### src/rtl/ro_multich_freq_meter_if.sv
// Result handshake of the multi-channel ring-oscillator frequency meter.
// The meter drives the master side; the UART/FSM layer consumes through the slave side.
interface ro_multich_freq_meter_if #(
  parameter int SUM_W = 19,
  parameter int CH_W  = 2
);
  logic             res_valid;
  logic             res_ready;
  logic [SUM_W-1:0] res_sum;
  logic [CH_W-1:0]  res_ch;
  logic             res_sat;

  modport master (output res_valid, res_sum, res_ch, res_sat, input res_ready);
  modport slave  (input res_valid, res_sum, res_ch, res_sat, output res_ready);
endinterface

### src/rtl/ro_multich_freq_meter.sv
// Scans masked ring-oscillator channels: settle, count 2**AVG_LOG2 windows of edges,
// and hand the summed count out on a valid/ready result port with backpressure.
module ro_multich_freq_meter #(
  parameter int NCH      = 4,
  parameter int CNT_W    = 16,
  parameter int WIN_W    = 16,
  parameter int AVG_LOG2 = 3,
  parameter int SETTLE   = 16
) (
  input  logic             clk,
  input  logic             reset,
  input  logic [NCH-1:0]   osc_in,
  output logic [NCH-1:0]   osc_en,
  input  logic [NCH-1:0]   ch_mask,
  input  logic [WIN_W-1:0] win_len,
  input  logic             start,
  input  logic             continuous,
  output logic             busy,
  ro_multich_freq_meter_if.master res
);

  localparam int SUM_W = CNT_W + AVG_LOG2;
  localparam int CH_W  = (NCH > 1) ? $clog2(NCH) : 1;
  localparam int IDX_W = (AVG_LOG2 > 0) ? AVG_LOG2 : 1;
  localparam int SET_W = (SETTLE > 1) ? $clog2(SETTLE) : 1;
  localparam int TMR_W = (WIN_W > SET_W) ? WIN_W : SET_W;

  localparam logic [IDX_W-1:0] IDX_LAST    = IDX_W'((1 << AVG_LOG2) - 1);
  localparam logic [TMR_W-1:0] SETTLE_LAST = TMR_W'(SETTLE - 1);

  typedef enum logic [2:0] {
    S_IDLE,
    S_SETTLE,
    S_COUNT,
    S_ACCUM,
    S_OUTPUT,
    S_NEXT
  } state_t;

  state_t             state_q, state_d;
  logic [CH_W-1:0]    ch_q, ch_d;
  logic [WIN_W-1:0]   win_m1_q, win_m1_d;
  logic [TMR_W-1:0]   tmr_q, tmr_d;
  logic [CNT_W-1:0]   cnt_q, cnt_d;
  logic               sat_q, sat_d;
  logic [IDX_W-1:0]   idx_q, idx_d;
  logic [SUM_W-1:0]   accum_q, accum_d;
  logic               res_valid_q, res_valid_d;
  logic [SUM_W-1:0]   res_sum_q, res_sum_d;
  logic [CH_W-1:0]    res_ch_q, res_ch_d;
  logic               res_sat_q, res_sat_d;
  logic [NCH-1:0]     osc_en_q, osc_en_d;

  logic [NCH-1:0]     sync1_q, sync2_q, sync3_q;
  logic [NCH-1:0]     rise;

  logic               low_found, nxt_found;
  logic [CH_W-1:0]    low_ch, nxt_ch;
  logic               enter_settle;
  logic [CH_W-1:0]    sel_ch;

  // Two flops resolve metastability, the third holds the previous level for edge detect.
  always_ff @(posedge clk or posedge reset) begin
    if (reset) begin
      sync1_q <= '0;
      sync2_q <= '0;
      sync3_q <= '0;
    end else begin
      // NOTE: non-blocking so every flop samples the pre-edge value of its source.
      sync1_q <= osc_in;
      sync2_q <= sync1_q;
      sync3_q <= sync2_q;
    end
  end

  assign rise = sync2_q & ~sync3_q;

  // Walking downward leaves the lowest qualifying bit as the final assignment.
  always_comb begin
    low_found = 1'b0;
    low_ch    = '0;
    nxt_found = 1'b0;
    nxt_ch    = '0;
    for (int i = NCH - 1; i >= 0; i--) begin
      if (ch_mask[i]) begin
        low_found = 1'b1;
        low_ch    = CH_W'(i);
        if (i > int'(ch_q)) begin
          nxt_found = 1'b1;
          nxt_ch    = CH_W'(i);
        end
      end
    end
  end

  always_comb begin
    // NOTE: every target gets a default first, so no path can infer a latch.
    state_d      = state_q;
    ch_d         = ch_q;
    win_m1_d     = win_m1_q;
    tmr_d        = tmr_q;
    cnt_d        = cnt_q;
    sat_d        = sat_q;
    idx_d        = idx_q;
    accum_d      = accum_q;
    res_valid_d  = res_valid_q;
    res_sum_d    = res_sum_q;
    res_ch_d     = res_ch_q;
    res_sat_d    = res_sat_q;
    enter_settle = 1'b0;
    sel_ch       = low_ch;
    osc_en_d     = '0;

    unique case (state_q)
      S_IDLE: begin
        if (start && low_found) enter_settle = 1'b1;
      end
      S_SETTLE: begin
        accum_d = '0;
        idx_d   = '0;
        cnt_d   = '0;
        sat_d   = 1'b0;
        if (tmr_q == '0) begin
          state_d = S_COUNT;
          tmr_d   = TMR_W'(win_m1_q);
        end else begin
          tmr_d = tmr_q - TMR_W'(1);
        end
      end
      S_COUNT: begin
        if (rise[ch_q]) begin
          if (&cnt_q) sat_d = 1'b1;
          else        cnt_d = cnt_q + CNT_W'(1);
        end
        if (tmr_q == '0) state_d = S_ACCUM;
        else             tmr_d   = tmr_q - TMR_W'(1);
      end
      S_ACCUM: begin
        accum_d = accum_q + SUM_W'(cnt_q);
        cnt_d   = '0;
        if (idx_q == IDX_LAST) begin
          state_d     = S_OUTPUT;
          res_valid_d = 1'b1;
          res_sum_d   = accum_q + SUM_W'(cnt_q);
          res_ch_d    = ch_q;
          res_sat_d   = sat_q;
        end else begin
          state_d = S_COUNT;
          idx_d   = idx_q + IDX_W'(1);
          tmr_d   = TMR_W'(win_m1_q);
        end
      end
      S_OUTPUT: begin
        if (res.res_ready) begin
          res_valid_d = 1'b0;
          state_d     = S_NEXT;
        end
      end
      S_NEXT: begin
        if (nxt_found) begin
          enter_settle = 1'b1;
          sel_ch       = nxt_ch;
        end else if (continuous && low_found) begin
          enter_settle = 1'b1;
        end else begin
          state_d = S_IDLE;
        end
      end
      default: state_d = S_IDLE;
    endcase

    // win_len is sampled once per channel; zero is stretched to a 1-cycle window.
    if (enter_settle) begin
      state_d  = S_SETTLE;
      ch_d     = sel_ch;
      tmr_d    = SETTLE_LAST;
      win_m1_d = (win_len == '0) ? '0 : win_len - WIN_W'(1);
    end

    if (state_d inside {S_SETTLE, S_COUNT, S_ACCUM}) osc_en_d = NCH'(1) << ch_d;
  end

  always_ff @(posedge clk or posedge reset) begin
    if (reset) begin
      state_q     <= S_IDLE;
      ch_q        <= '0;
      win_m1_q    <= '0;
      tmr_q       <= '0;
      cnt_q       <= '0;
      sat_q       <= 1'b0;
      idx_q       <= '0;
      accum_q     <= '0;
      res_valid_q <= 1'b0;
      res_sum_q   <= '0;
      res_ch_q    <= '0;
      res_sat_q   <= 1'b0;
      osc_en_q    <= '0;
    end else begin
      state_q     <= state_d;
      ch_q        <= ch_d;
      win_m1_q    <= win_m1_d;
      tmr_q       <= tmr_d;
      cnt_q       <= cnt_d;
      sat_q       <= sat_d;
      idx_q       <= idx_d;
      accum_q     <= accum_d;
      res_valid_q <= res_valid_d;
      res_sum_q   <= res_sum_d;
      res_ch_q    <= res_ch_d;
      res_sat_q   <= res_sat_d;
      osc_en_q    <= osc_en_d;
    end
  end

  assign osc_en        = osc_en_q;
  assign busy          = (state_q != S_IDLE);
  assign res.res_valid = res_valid_q;
  assign res.res_sum   = res_sum_q;
  assign res.res_ch    = res_ch_q;
  assign res.res_sat   = res_sat_q;

endmodule

### src/flat_wrapper.sv
// flat-port wrapper written by rule: the top's interface ports become plain ports
module ro_multich_freq_meter_flat 
#(
  parameter int NCH      = 4,
  parameter int CNT_W    = 16,
  parameter int WIN_W    = 16,
  parameter int AVG_LOG2 = 3,
  parameter int SETTLE   = 16
)
  (clk, reset, osc_in, osc_en, ch_mask, win_len, start, continuous, busy, res_res_valid, res_res_sum, res_res_ch, res_res_sat, res_res_ready);
  ro_multich_freq_meter_if #(.SUM_W(19), .CH_W(2)) res_i ();
  input  logic clk;
  input  logic reset;
  input  logic [NCH-1:0] osc_in;
  output logic [NCH-1:0] osc_en;
  input  logic [NCH-1:0] ch_mask;
  input  logic [WIN_W-1:0] win_len;
  input  logic start;
  input  logic continuous;
  output logic busy;
  output wire logic [$bits(res_i.res_valid)-1:0] res_res_valid;
  output wire logic [$bits(res_i.res_sum)-1:0] res_res_sum;
  output wire logic [$bits(res_i.res_ch)-1:0] res_res_ch;
  output wire logic [$bits(res_i.res_sat)-1:0] res_res_sat;
  input wire logic [$bits(res_i.res_ready)-1:0] res_res_ready;
  assign res_res_valid = res_i.res_valid;
  assign res_res_sum = res_i.res_sum;
  assign res_res_ch = res_i.res_ch;
  assign res_res_sat = res_i.res_sat;
  assign res_i.res_ready = res_res_ready;
  ro_multich_freq_meter #(.NCH(NCH), .CNT_W(CNT_W), .WIN_W(WIN_W), .AVG_LOG2(AVG_LOG2), .SETTLE(SETTLE)) u_core (.clk(clk), .reset(reset), .osc_in(osc_in), .osc_en(osc_en), .ch_mask(ch_mask), .win_len(win_len), .start(start), .continuous(continuous), .busy(busy), .res(res_i));
endmodule
### config.mk
export PLATFORM = sky130hd
export DESIGN_NAME = ro_multich_freq_meter_flat
export DESIGN_NICKNAME = d
export VERILOG_FILES = /design/src/rtl/ro_multich_freq_meter_if.sv /design/src/rtl/ro_multich_freq_meter.sv /design/src/flat_wrapper.sv
export SDC_FILE = /design/constraint.sdc
export NUM_CORES = 1
export LEC_CHECK = 0
export CORE_MARGIN = 4
export CORE_UTILIZATION = 45
export DETAILED_ROUTE_END_ITERATION = 16
export PLACE_DENSITY_LB_ADDON = 0.15
export RECOVER_POWER = 50
export SETUP_SLACK_MARGIN = 0.5
export SLEW_MARGIN = 20
export SYNTH_ARGS = -nofsm -noshare
export SYNTH_HDL_FRONTEND = slang
export SYNTH_SLANG_ARGS = --single-unit
### constraint.sdc
create_clock -name clk -period 5.6 [get_ports clk]
set_input_delay 1.4 -clock clk [delete_from_list [all_inputs] [get_ports clk]]
set_output_delay 1.4 -clock clk [all_outputs]
set_load 0.02 [all_outputs]
==> run_results.csv, run 1 <==
group,metric,value,unit
status,status,"completed",
cells_and_area,final_common_cell,"dfrtp_1",
timing,finalClockSkew,0.00729,ns
min_path,holdPathStages,0,
drt,vias,5057,
clock_tree,root_buffer,"clkbuf_16",
drt,dr.pass1.iters,6,
worst_setup_path,reg2reg_from,"u_core.state_q[2]$_DFF_PP0_",
synth,synth_edf_count,0,
synth,netlist_area,0.00623,mm^2
timing,fin_crit_sh,65.7,%
timing,finalSetupTns,0,ns
power,leakagePower,3.24,nW
worst_setup_path,cp.arrival,3.99,ns
power,ir_drop,0.232,mV
worst_setup_path,cpMaxStageDelayCell,"clkbuf_1",
synth,ys.flop_type,"dfrtp_1",
timing,holdWs,0.346,ns
worst_setup_path,rrSetupSlack,1.92,ns
clock_tree,numCtsBuffers,17,
drt,vias_per_cell,5.56,
synth,syn_nets,724,
worst_setup_path,cpPeakStageDelay,0.73,ns
timing,rsz0062_at_grt,"false",
timing,tightest_slew,1.49,ns
synth,syn-mean-instance-area,9.25,um^2
global_routing,overflow,0,
clock_tree,postCtsSetupRepairBufs,0,
synth,synth_cells,673,
worst_setup_path,cp-start-kind,"register",
placement,dp_hpwl,9.54,mm
clock_tree,hold_buffers,0,
cells_and_area,nets,772,
clock_tree,cts_tree,"built",
timing,fmax,0.272,GHz
drt,postRouteAntennaNets,0,
cells_and_area,fillers,1221,
clock_tree,cts_buffer_depth,2,
placement,gp_congestion,0.840,
global_routing,antenna_found_initial,0,
clock_tree,clkLatencyLatePin,0.42,ns
worst_setup_path,path_max_fanout,22,
worst_setup_path,crit_path_cell_trace,"nor2b_1 -> clkbuf_1 -> nand2_1 -> o31ai_4 -> buf_4 -> mux2_2 -> o22a_1",
timing,min_period,3.68,ns
drt,drt-initial-drc-count,361,
flow_run,maxCapViolations,0,
global_routing,grt_pass1_wl,23.5,mm
synth,ys_ff_latch,115,
clock_tree,htreeDepth,4,
synth,async_reset_ff_share,100,%
worst_setup_path,r2r.worst_path.cells,7,
min_path,min_to,"u_core.sync2_q[0]$_DFF_PP0_",
clock_tree,cts.clk_slew.worst_paths,0.06,ns
global_routing,first_global_vias,4995,
timing,maxSlewHeadroom,0.900,%
die,die_h,126,um
drt,wire_per_inst,15.0,um
timing,setup_viol,0,
cells_and_area,drive_gt1_share,8.45,%
drt,routed_wirelength,13.7,mm
die,rows,42,
clock_tree,clock-sinks,115,
synth,yosysSeqAreaShare,46.2,%
global_routing,track_usage,18.0,%
die,die-width,126,um
die,coreArea,0.0134,mm^2
timing,hold_viol_final,0,
cells_and_area,layout_common_cells,"dfrtp_1 (115), nand2_1 (85), o21ai_0 (76)",
global_routing,grt_max_degree,88,
die,start_util,46.5,%
min_path,hold_start,"u_core.sync1_q[0]$_DFF_PP0_",
timing,drv_slew,0,
drt,drc,0,
worst_setup_path,critPathCaptureType,"register",
die,die_area,0.0158,mm^2
power,p_total,2.79,mW
placement,port-buffer-count,56,
worst_setup_path,worstReg2RegEnd,"u_core.tmr_q[3]$_DFFE_PP0P_",
cells_and_area,syn_to_final_growth,18.9,%
power,power_density,376,mW/mm^2
worst_setup_path,path_class,"register to register",
min_path,holdCritPathClass,"register to register",
cells_and_area,num_antenna_cells,0,
worst_setup_path,worst_ep_required_time,5.91,ns
synth,yosysWarnings,0,
die,pin_count,57,
clock_tree,post_cts_resized,0,
synth,synth.distinct_cells,66,
==> kinds of logic after synthesis <==
| family | share of synthesized area (%) |
|---|---|
| AOI/OAI and AO/OA | 17.4 |
| xor gates and xnor gates | 5.35 |
| adders and majority gates | 4.54 |
| buffers and inverters | 3.78 |
| DFF | 46.2 |
| muxes | 2.11 |
| and+or+nand+nor | 20.6 |
==> layer usage <==
layer	up-vias	routed length (um)	global-route usage, %
li1	2490	-	-
met1	2415	6230	23.3
met2	131	6550	29.4
met3	21	648	4.57
met4	0	230	6.57
met5	-	0	0
==> sequential cells by signal, summed over array words and instances (netlist names) <==
signal,flops
u_core.cnt_q,16
u_core.accum_q,19
u_core.sat_q,1
u_core.ch_q,2
u_core.osc_en,4
u_core.res.res_sat,1
u_core.sync2_q,4
u_core.res.res_sum,19
u_core.win_m1_q,16
u_core.sync3_q,4
u_core.state_q,3
u_core.res.res_ch,2
u_core.tmr_q,16
u_core.idx_q,3
u_core.sync1_q,4
u_core.res.res_valid,1
==> Yosys cell counts, drive strengths merged, types with 14 or more instances <==
cell / number / share of area [%]
dfrtp: 115 / 46
nand2: 85 / 5.1
o21ai: 80 / 6.4
nor2: 60 / 3.7
a21oi: 46 / 3.7
clkbuf: 21 / 1.3
ha: 21 / 4.2
nor3: 20 / 1.6
xnor2: 20 / 2.8
nand3: 18 / 1.4
xor2: 18 / 2.5
inv: 17 / 1.0
nor4: 16 / 2.1
nand2b: 14 / 1.4
==> how the worst max path moves through the flow <==
stage	from	end	slack, ns	depth (start not counted)
finish	u_core.state_q[2]$_DFF_PP0_	u_core.tmr_q[3]$_DFFE_PP0P_	1.92	7
global route	reset	u_core.res.res_sum[11]$_DFFE_PP0P_	1.58	3
CTS	win_len[0]	u_core.win_m1_q[5]$_DFFE_PP0N_	2.10	9
detailed placement	win_len[0]	u_core.win_m1_q[5]$_DFFE_PP0N_	1.66	9
global placement	win_len[0]	u_core.win_m1_q[3]$_DFFE_PP0N_	1.79	9
floorplan	reset	u_core.accum_q[0]$_DFFE_PP0N_	1.16	1
==> critical path: cells and delay by family, from the launching register on <==
family	cells	cell delay (ns)
buffers and inverters	2	1.06
and+or+nand+nor	2	0.92
DFF	1	0.65
AOI/OAI and AO/OA	2	0.55
muxes	1	0.36
==> through the flow <==
step / util, % / setup WS (ns) / instances / instance area, um^2
6_report: 55.2 / 1.92 / 910 / 7400
5_1_grt: 55.2 / 1.58 / 910 / 7400
4_1_cts: 55.5 / 2.10 / 910 / 7430
3_5_place_dp: 51.3 / 1.66 / 878 / 6880
3_3_place_gp: 51.3 / 1.79 / 878 / 6880
2_1_floorplan: - / 1.16 / 673 / 6230
==> area by class of cell <==
type | count | area (um^2) | area share [%]
inverter | 17 | 68.8 | 0.930
clock inverter | 15 | 125 | 1.69
multi-input combinational | 509 | 3100 | 41.9
tap | 176 | 220 | 2.97
sequential | 115 | 2880 | 38.9
timing repair buffer | 61 | 587 | 7.93
clock buffer | 17 | 425 | 5.75
==> power breakdown <==
| part | internal, mW | switching (mW) | total, mW | leakage, nW |
|---|---|---|---|---|
| Sequential | 0.965 | 0.124 | 1.09 | 1.53 |
| Clock | 0.576 | 0.423 | 0.999 | 0.266 |
| Combinational | 0.266 | 0.431 | 0.697 | 1.44 |
| Total | 1.81 | 0.978 | 2.79 | 3.24 |
No activity file was read; power rests on OpenSTA's default activity.
==> run 2: changes to the inputs <==
Clock period 5.6 ns to 3.2 ns, I/O delays scaled along.
==> run_results.csv, run 2 (synthesized netlist as in run 1, its figures left out) <==
group,metric,value,unit
timing,hold_viol_final,0,
worst_setup_path,rrSetupSlack,0.64,ns
global_routing,overflow,0,
cells_and_area,fin_area,0.00764,mm^2
timing,fmax,0.371,GHz
placement,dp_hpwl,9.59,mm
die,rows,42,
cells_and_area,final_common_cell,"dfrtp_1",
power,ir_drop,0.452,mV
min_path,hold_start,"u_core.sync1_q[2]$_DFF_PP0_",
clock_tree,clock-sinks,115,
global_routing,met1_usage,23.8,%
clock_tree,root_buffer,"clkbuf_16",
worst_setup_path,critPathCaptureType,"output pin",
worst_setup_path,path_max_fanout,13,
clock_tree,cts.clk_slew.worst_paths,0.05,ns
cells_and_area,drive_gt1_share,11.4,%
cells_and_area,layout_common_cells,"dfrtp_1 (115), nand2_1 (85), o21ai_0 (76)",
drt,routed_wirelength,13.9,mm
cells_and_area,nets,785,
worst_setup_path,worst_ep_required_time,2.40,ns
global_routing,grt_max_degree,116,
power,leakagePower,3.37,nW
placement,place_area,0.00696,mm^2
cells_and_area,syn_to_final_growth,22.7,%
die,pin_count,57,
global_routing,gr-usage-met2,30.0,%
global_routing,antenna_found_initial,0,
timing,finalClockSkew,0.00633,ns
min_path,holdCritPathClass,"register to register",
status,status,"finished with violations",
cells_and_area,num_antenna_cells,0,
placement,gp_congestion,0.860,
die,die_h,126,um
min_path,holdPathStages,0,
placement,port-buffer-count,56,
timing,setup_viol,0,
global_routing,grt_pass1_wl,24.0,mm
timing,maxSlewHeadroom,-2.75,%
die,die-width,126,um
worst_setup_path,path_class,"register to output pin",
die,start_util,46.5,%
global_routing,grt-busiest-layer,"met2",
status,violations,"max-capacitance violations, max-slew violations",
worst_setup_path,reg2reg_from,"u_core.cnt_q[0]$_DFFE_PP0P_",
drt,dr.pass1.iters,4,
drt,drc,0,
power,power_density,667,mW/mm^2
global_routing,grt.met3_usage,4.32,%
die,die_area,0.0158,mm^2
flow_run,maxCapViolations,1,
die,coreArea,0.0134,mm^2
min_path,min_to,"u_core.sync2_q[2]$_DFF_PP0_",
placement,place_inst,887,
drt,vias,5043,
clock_tree,htreeDepth,4,
timing,min_period,2.69,ns
timing,fin_crit_sh,84.2,%
worst_setup_path,worstReg2RegEnd,"u_core.res.res_sum[16]$_DFFE_PP0P_",
cells_and_area,stdcell_count,923,
worst_setup_path,cp.arrival,1.89,ns
placement,dpl_worst_slack,0.129,ns
drt,vias_per_cell,5.46,
timing,rsz0062_at_grt,"true",
drt,wire_per_inst,15.0,um
worst_setup_path,cp-start-kind,"register",
global_routing,first_global_vias,5053,
clock_tree,clkLatencyLatePin,0.41,ns
timing,setup_slack,0.507,ns
clock_tree,numCtsBuffers,17,
timing,tightest_slew,1.54,ns
global_routing,track_usage,18.4,%
drt,postRouteAntennaNets,0,
clock_tree,cts_tree,"built",
timing,holdWs,0.347,ns
timing,drv_slew,116,
drt,drt-initial-drc-count,314,
timing,finalSetupTns,0,ns
worst_setup_path,r2r.worst_path.cells,9,
clock_tree,cts_buffer_depth,2,
[run 2: cell count changes in the layout (fill, tap and decap cells not counted), moves of 3 or more]
| cell | delta |
|---|---|
| bufinv_16 | +3 |
| clkinv_2 | +4 |
| nor4_1 | -3 |
| inv_6 | -9 |
| buf_4 | +15 |
[run 2: metal layers]
layer  vias up  wire [um]
met5         -          0
met2       118       6810
met4         0        277
li1       2509          -
met3        20        549
met1      2396       6240
[run 2: metrics by stage]
step | util [%] | power [mW]
2_1_floorplan | - | 2.88
3_3_place_gp | 52.0 | 3.15
3_5_place_dp | 52.0 | 3.19
4_1_cts | 56.6 | 5.11
5_1_grt | 57.0 | 5.40
6_report | 57.0 | 5.10
[run 2: final cells by class]
class                   count  area, um^2
well taps                 176         220
clock buffers              18         429
multi-input cells         509        3190
clock inverters            14         164
fillers                  1172        5760
flip-flops and latches    115        2880
inverters                  17        67.6
repair buffers             74         694
[run 2: repair_timing]
action,4_1_cts,5_1_grt
resized for setup,4,8
buffers inserted,2,2
endpoints found under the setup margin,16,35
endpoints found under the hold margin,0,0
hold buffers,0,0
pin swaps,1,3
[run 2: how the worst max path moves through the flow]
stage	cells after the start	end	start	slack (ns)
floorplan	8	u_core.win_m1_q[10]$_DFFE_PP0N_	win_len[0]	0.65
global placement	8	u_core.tmr_q[7]$_DFFE_PP0P_	start	0.21
detailed placement	8	u_core.tmr_q[14]$_DFFE_PP0P_	start	0.13
CTS	8	u_core.tmr_q[2]$_DFFE_PP0P_	u_core.tmr_q[0]$_DFFE_PP0P_	0.53
global route	3	busy	u_core.state_q[2]$_DFF_PP0_	0.42
finish	3	busy	u_core.state_q[2]$_DFF_PP0_	0.51
[run 2: report_power, final]
| part | total [mW] | internal (mW) | switching [mW] |
|---|---|---|---|
| sequential | 1.91 | 1.69 | 0.222 |
| clock | 1.88 | 1.22 | 0.665 |
| combinational | 1.31 | 0.509 | 0.796 |
[run 2: worst max-delay path, stage by stage (launching register included)]
cell and delay, ns:
dfrtp_1 0.57, buf_4 0.28, or3_1 0.30, dlygate4sd2_1 0.33
